$ cat config.mk
export PLATFORM = sky130hd
export DESIGN_NAME = mult_shift_add_seq_flat
export DESIGN_NICKNAME = d
export VERILOG_FILES = /design/src/rtl/mult_shift_add_seq_pkg.sv /design/src/rtl/mult_shift_add_seq_if.sv /design/src/rtl/mult_shift_add_seq_ffd.sv /design/src/rtl/mult_shift_add_seq.sv /design/src/flat_wrapper.sv
export SDC_FILE = /design/constraint.sdc
export NUM_CORES = 1
export LEC_CHECK = 0
export CAP_MARGIN = 10
export CORE_MARGIN = 4
export CORE_UTILIZATION = 45
export CTS_CLUSTER_DIAMETER = 60
export CTS_CLUSTER_SIZE = 28
export DETAILED_ROUTE_END_ITERATION = 7
export PLACE_DENSITY_LB_ADDON = 0.05
export SLEW_MARGIN = 20
export SYNTH_ARGS = -nofsm -noshare
export SYNTH_HDL_FRONTEND = slang
export SYNTH_HIERARCHICAL = 1
export SYNTH_SLANG_ARGS = --single-unit
$ cat constraint.sdc
create_clock -name Clock -period 3.3 [get_ports Clock]
set_input_delay 0.495 -clock Clock [delete_from_list [all_inputs] [get_ports Clock]]
set_output_delay 0.495 -clock Clock [all_outputs]
set_load 0.01 [all_outputs]
$ cat src/rtl/mult_shift_add_seq_pkg.sv
// Shared definitions for the sequential shift-add multiplier: state encodings
// and default sizing.
package mult_shift_add_seq_pkg;

    localparam int DEF_WIDTH = 16;
    localparam int DEF_CNT_W = 5;

    localparam logic [1:0] MULT_IDLE = 2'd0;
    localparam logic [1:0] MULT_RUN  = 2'd1;
    localparam logic [1:0] MULT_DONE = 2'd2;

    typedef enum logic [1:0] {
        ST_IDLE = MULT_IDLE,
        ST_RUN  = MULT_RUN,
        ST_DONE = MULT_DONE
    } mult_state_t;

endpackage

$ cat src/rtl/mult_shift_add_seq_if.sv
// Request/result bundle between the execute stage (master) and the
// multiplier (slave).
interface mult_shift_add_seq_if
    import mult_shift_add_seq_pkg::*;
#(
    parameter int WIDTH = DEF_WIDTH
);
    logic                 iStart;
    logic                 iSigned;
    logic [WIDTH-1:0]     iDato_A;
    logic [WIDTH-1:0]     iDato_B;
    logic                 oBusy;
    logic                 oDone;
    logic [2*WIDTH-1:0]   oResult;

    modport master (
        output iStart, iSigned, iDato_A, iDato_B,
        input  oBusy, oDone, oResult
    );

    modport slave (
        input  iStart, iSigned, iDato_A, iDato_B,
        output oBusy, oDone, oResult
    );
endinterface

$ cat src/rtl/mult_shift_add_seq_ffd.sv
// Enabled D flip-flop bank with synchronous active-high clear.
module FFD_POSEDGE_SYNCRONOUS_RESET #(
    parameter int SIZE = 1
) (
    input  logic            Clock,
    input  logic            Reset,
    input  logic            Enable,
    input  logic [SIZE-1:0] D,
    output logic [SIZE-1:0] Q
);
    always_ff @(posedge Clock) begin
        if (Reset) begin
            Q <= '0;
        end else if (Enable) begin
            Q <= D;
        end
    end
endmodule

$ cat src/rtl/mult_shift_add_seq.sv
// Multi-cycle shift-add multiplier for MUL/SMUL: multiplies operand
// magnitudes over WIDTH iterations and applies the sign at the end.
module mult_shift_add_seq
    import mult_shift_add_seq_pkg::*;
#(
    parameter int WIDTH = DEF_WIDTH,
    parameter int CNT_W = DEF_CNT_W
) (
    input  logic                 Clock,
    input  logic                 Reset,
    mult_shift_add_seq_if.slave  bus
);
    localparam int PW = 2 * WIDTH;

    mult_state_t       stateReg, stateNext;
    logic [PW-1:0]     accReg, accNext;
    logic [PW-1:0]     mcandReg, mcandNext;
    logic [WIDTH-1:0]  mplierReg, mplierNext;
    logic [CNT_W-1:0]  cntReg, cntNext;
    logic              negReg, negNext;
    logic              busyReg, busyNext;

    logic              accept;
    logic              lastIter;
    logic              inDone;
    logic [WIDTH-1:0]  magA, magB;
    logic [PW-1:0]     product;

    assign accept   = bus.iStart && ((stateReg == ST_IDLE) || (stateReg == ST_DONE));
    assign lastIter = (cntReg == CNT_W'(WIDTH - 1));
    assign inDone   = (stateReg == ST_DONE);

    // The most-negative operand negates to itself, which is already the right
    // unsigned magnitude.
    assign magA = (bus.iSigned && bus.iDato_A[WIDTH-1]) ? -bus.iDato_A : bus.iDato_A;
    assign magB = (bus.iSigned && bus.iDato_B[WIDTH-1]) ? -bus.iDato_B : bus.iDato_B;

    assign product  = negReg ? -accReg : accReg;
    assign bus.oBusy = busyReg;

    always_ff @(posedge Clock) begin
        if (Reset) begin
            stateReg  <= ST_IDLE;
            accReg    <= '0;
            mcandReg  <= '0;
            mplierReg <= '0;
            cntReg    <= '0;
            negReg    <= 1'b0;
            busyReg   <= 1'b0;
        end else begin
            stateReg  <= stateNext;
            accReg    <= accNext;
            mcandReg  <= mcandNext;
            mplierReg <= mplierNext;
            cntReg    <= cntNext;
            negReg    <= negNext;
            busyReg   <= busyNext;
        end
    end

    always_comb begin
        stateNext  = stateReg;
        accNext    = accReg;
        mcandNext  = mcandReg;
        mplierNext = mplierReg;
        cntNext    = cntReg;
        negNext    = negReg;
        busyNext   = 1'b0;

        case (stateReg)
            ST_RUN: begin
                if (mplierReg[0]) begin
                    accNext = accReg + mcandReg;
                end
                mcandNext  = mcandReg << 1;
                mplierNext = mplierReg >> 1;
                cntNext    = cntReg + CNT_W'(1);
                busyNext   = !lastIter;
                if (lastIter) begin
                    stateNext = ST_DONE;
                end
            end
            ST_DONE: begin
                stateNext = ST_IDLE;
            end
            default: begin
                stateNext = ST_IDLE;
            end
        endcase

        // A start in IDLE or DONE overrides whatever the state would do next.
        if (accept) begin
            stateNext  = ST_RUN;
            accNext    = '0;
            mcandNext  = {{WIDTH{1'b0}}, magA};
            mplierNext = magB;
            cntNext    = '0;
            negNext    = bus.iSigned && (bus.iDato_A[WIDTH-1] ^ bus.iDato_B[WIDTH-1]);
            busyNext   = 1'b1;
        end
    end

    // Signed product is captured while DONE is current; the pulse follows it.
    FFD_POSEDGE_SYNCRONOUS_RESET #(.SIZE(PW)) resultFf (
        .Clock  (Clock),
        .Reset  (Reset),
        .Enable (inDone),
        .D      (product),
        .Q      (bus.oResult)
    );

    FFD_POSEDGE_SYNCRONOUS_RESET #(.SIZE(1)) doneFf (
        .Clock  (Clock),
        .Reset  (Reset),
        .Enable (1'b1),
        .D      (inDone),
        .Q      (bus.oDone)
    );
endmodule

$ cat src/flat_wrapper.sv
// flat-port wrapper written by rule: the top's interface ports become plain ports
module mult_shift_add_seq_flat import mult_shift_add_seq_pkg::*;
#(
    parameter int WIDTH = DEF_WIDTH,
    parameter int CNT_W = DEF_CNT_W
)
  (Clock, Reset, bus_iStart, bus_iSigned, bus_iDato_A, bus_iDato_B, bus_oBusy, bus_oDone, bus_oResult);
  mult_shift_add_seq_if #(.WIDTH(WIDTH)) bus_i ();
  input  logic Clock;
  input  logic Reset;
  input wire logic [$bits(bus_i.iStart)-1:0] bus_iStart;
  input wire logic [$bits(bus_i.iSigned)-1:0] bus_iSigned;
  input wire logic [$bits(bus_i.iDato_A)-1:0] bus_iDato_A;
  input wire logic [$bits(bus_i.iDato_B)-1:0] bus_iDato_B;
  output wire logic [$bits(bus_i.oBusy)-1:0] bus_oBusy;
  output wire logic [$bits(bus_i.oDone)-1:0] bus_oDone;
  output wire logic [$bits(bus_i.oResult)-1:0] bus_oResult;
  assign bus_i.iStart = bus_iStart;
  assign bus_i.iSigned = bus_iSigned;
  assign bus_i.iDato_A = bus_iDato_A;
  assign bus_i.iDato_B = bus_iDato_B;
  assign bus_oBusy = bus_i.oBusy;
  assign bus_oDone = bus_i.oDone;
  assign bus_oResult = bus_i.oResult;
  mult_shift_add_seq #(.WIDTH(WIDTH), .CNT_W(CNT_W)) u_core (.Clock(Clock), .Reset(Reset), .bus(bus_i));
endmodule
==> impl_metrics.tcl <==
set metrics [dict create \
    outcome "complete, no violations" \
    grt_pass1_vias 6229 \
    path_max_fanout 5 \
    grt_usage_pct 20.4 \
    vias 6846 \
    cp.arrival_ps 3320 \
    cts.sinks 122 \
    first_pass_iters 5 \
    clk_pin_slew_worst_paths_ps 60 \
    async_reset_ff_share_pct 0 \
    syn2layout_area_growth_pct 18.7 \
    port_buffers 69 \
    fin_crit_sh_pct 92.4 \
    grt_first_pass_wirelength_um 31000 \
    fin_nets 1083 \
    synth_top_family_by_area "simple AND/OR/NAND/NOR gates" \
    grt_max_degree 67 \
    row_count 46 \
    crit_type "register to register" \
    start_util_pct 46.6 \
    p_leak_nw 3.37 \
    htreeDepth 4 \
    cts-root-buf "clkbuf_16" \
    clock.fmax_mhz 328 \
    antenna_found_initial 0 \
    cp-start-kind "register" \
    dr.first_iter.drc_count 354 \
    synth.largest_area_cell "dfxtp_1" \
    syn_inst 960 \
    ys_top_cells_by_area "dfxtp_1 33%, nand2_1 9.1%, xnor2_1 6.1%, ha_1 6.0%, nor2_1 5.4%" \
    die-area_sq_mm 0.0188 \
    ys.flop_type "dfxtp_1" \
    synth_compound_area_share_pct 21.1 \
    yosys.area_share.simple_pct 22.2 \
    cts_tree "built" \
    die_h_um 137 \
    ios 70 \
    gr-total-overflow 0 \
    intPower_mw 2.79 \
    yosys.cell_types.count 61 \
    worst-slew-pin-transition_ps 1060 \
    finalSetupTns_ps 0 \
    cts_resized 0 \
    finalHoldViolCount 0 \
    numCtsBuffers 17 \
    syn_area_sq_mm 0.00751 \
    power_density_mw_per_mm2 423 \
    wl_per_cell_um 15.1 \
    ys_ff_latch 122 \
    synth-edff-count 0 \
    ctsHoldBuffers 0 \
    pwr-share-comb_pct 10.6 \
    synth.area.mux_share_pct 4.66 \
    synth_xor_area_share_pct 9.21 \
    syn_area_per_cell_sq_um 7.83 \
    die_x_um 137 \
    final_util_pct 55.4 \
    cts_buffer_depth 2 \
    finalSetupViolations 0 \
    place_congestion 0.930 \
    rsz0062_at_grt "no" \
    ant_nets 0 \
    drive_gt1_share_pct 5.87 \
    dp_hpwl_um 13900 \
    seqPwrFrac_pct 41.3 \
    drv_slew 0 \
    min_path_type "input pin to register" \
    synth_nets 1033 \
    synth_top_area_share_pct 32.5 \
    fill_cells 1559 \
    post_cts_buffers 0 \
    maxCapViolations 0 \
    routed_via_density 5.53 \
    vdd_ir_drop_max_v 0.000349 \
    wirelength_um 18700 \
    synth_common_cells "182 x nand2_1, 122 x dfxtp_1, 108 x nor2_1" \
    synthAdderAreaFrac_pct 6.26 \
    core_sq_mm 0.0161 \
    yosys_warnings 6 \
    yosysSeqAreaShare_pct 32.5 \
    clock_latency_ps 410 \
    timing.slew.headroom_pct 29.5 \
    skew_ps 9.33 \
    route.detailed.drc 0 \
    p_sw_mw 0.983 \
    clockPowerShare_pct 48.1 \
    worst_ep_required_time_ps 3570 \
    synth_most_common_cell "nand2_1" \
    finalCriticalPeriod_ps 3050 \
    endpoint_kind "register" \
    antenna_cells 0 \
    switching_share_pct 26.0 \
]
stage by stage:
step	total power, mW	setup slack [ps]	hold slack [ps]	cells	area, sq um
after floorplan	1.85	646	449	960	7510
after global placement	1.99	372	463	1207	8350
after detailed placement	1.99	295	463	1207	8350
after CTS	3.82	279	371	1239	8920
after global routing	3.93	90.8	395	1239	8920
final	3.77	252	399	1239	8920
final timing paths:
| kind | start | slack, ps | cells past startpoint | to |
|---|---|---|---|---|
| setup / recovery | u_core/accReg[0]$_SDFFE_PP0P_ | 250 | 9 | u_core/accReg[22]$_SDFFE_PP0P_ |
| hold / removal | Reset | 400 | 2 | u_core/stateReg[0]$_SDFFE_PP0P_ |
| setup reg to reg | u_core/accReg[0]$_SDFFE_PP0P_ | 250 | 9 | u_core/accReg[22]$_SDFFE_PP0P_ |
| hold reg to reg | u_core/mcandReg[31]$_SDFFE_PP0N_ | 470 | 2 | u_core/mcandReg[31]$_SDFFE_PP0N_ |
layer usage:
| layer | vias up | share of wire (%) | wire [um] | track usage, % |
|---|---|---|---|---|
| met3 | 22 | 5.0 | 927 | 3.94 |
| met4 | 0 | 1.4 | 270 | 6.32 |
| met1 | 3127 | 52 | 9630 | 30.3 |
| met2 | 160 | 42 | 7850 | 29.9 |
| li1 | 3537 | - | - | - |
| met5 | - | 0 | 0 | 0 |
registers in the layout, summed over array words and instances (netlist names), 2 cells and up:
register           flops
u_core/accReg         32
u_core/cntReg          5
u_core/mcandReg       32
u_core/mplierReg      16
u_core/resultFf/Q     32
u_core/stateReg        2
cell families after synthesis:
logic type / count (synthesis)
compound gates: 239
fa+ha+maj: 37
simple gates: 381
mux: 35
buf+inv: 66
xor+xnor: 79
other cells: 1
flops: 122
final cells by class:
cell class	count	area (sq um)	area share [%]
multi-input cells	772	4790	53.6
well taps	216	270	3.03
clock inverters	15	153	1.71
repair buffers	84	798	8.95
flip-flops and latches	122	2440	27.4
clock buffers	17	425	4.77
inverters	13	48.8	0.547
critical path, stage by stage, from the launching register on:
cell and delay, ps:
dfxtp_1 360, ha_1 250, fa_1 410, a21o_1 220
a221o_1 330, a31oi_1 280, o21ai_0 240, a311oi_1 560
xor2_1 180, o21ai_0 80
placed cells by master, fill, tap and decap left out, types with 10 or more instances in the layout:
cell type	Yosys	layout
a211oi_1	11	11
a21o_1	12	12
a21oi_1	73	73
a311oi_1	30	30
a31oi_1	10	10
and3_1	14	14
buf_4	0	15
clkbuf_16	0	17
clkdlybuf4s50_1	0	68
dfxtp_1	122	122
ha_1	36	36
inv_1	13	13
mux2i_1	35	35
nand2_1	182	182
nand3_1	11	11
nand4_1	11	11
nor2_1	108	108
nor3_1	15	15
o21ai_0	46	46
o31ai_1	14	14
xnor2_1	52	52
xor2_1	27	27
power by group through the flow:
stage                     sequential, mW  clock, mW  combinational, mW
after CTS                           1.56       1.86              0.403
after floorplan                     1.57          0              0.277
after detailed placement            1.59          0              0.402
after global routing                1.56       1.92              0.454
after global placement              1.59          0              0.401
final                               1.56       1.81              0.401
Power figures use the tool's default switching activity.
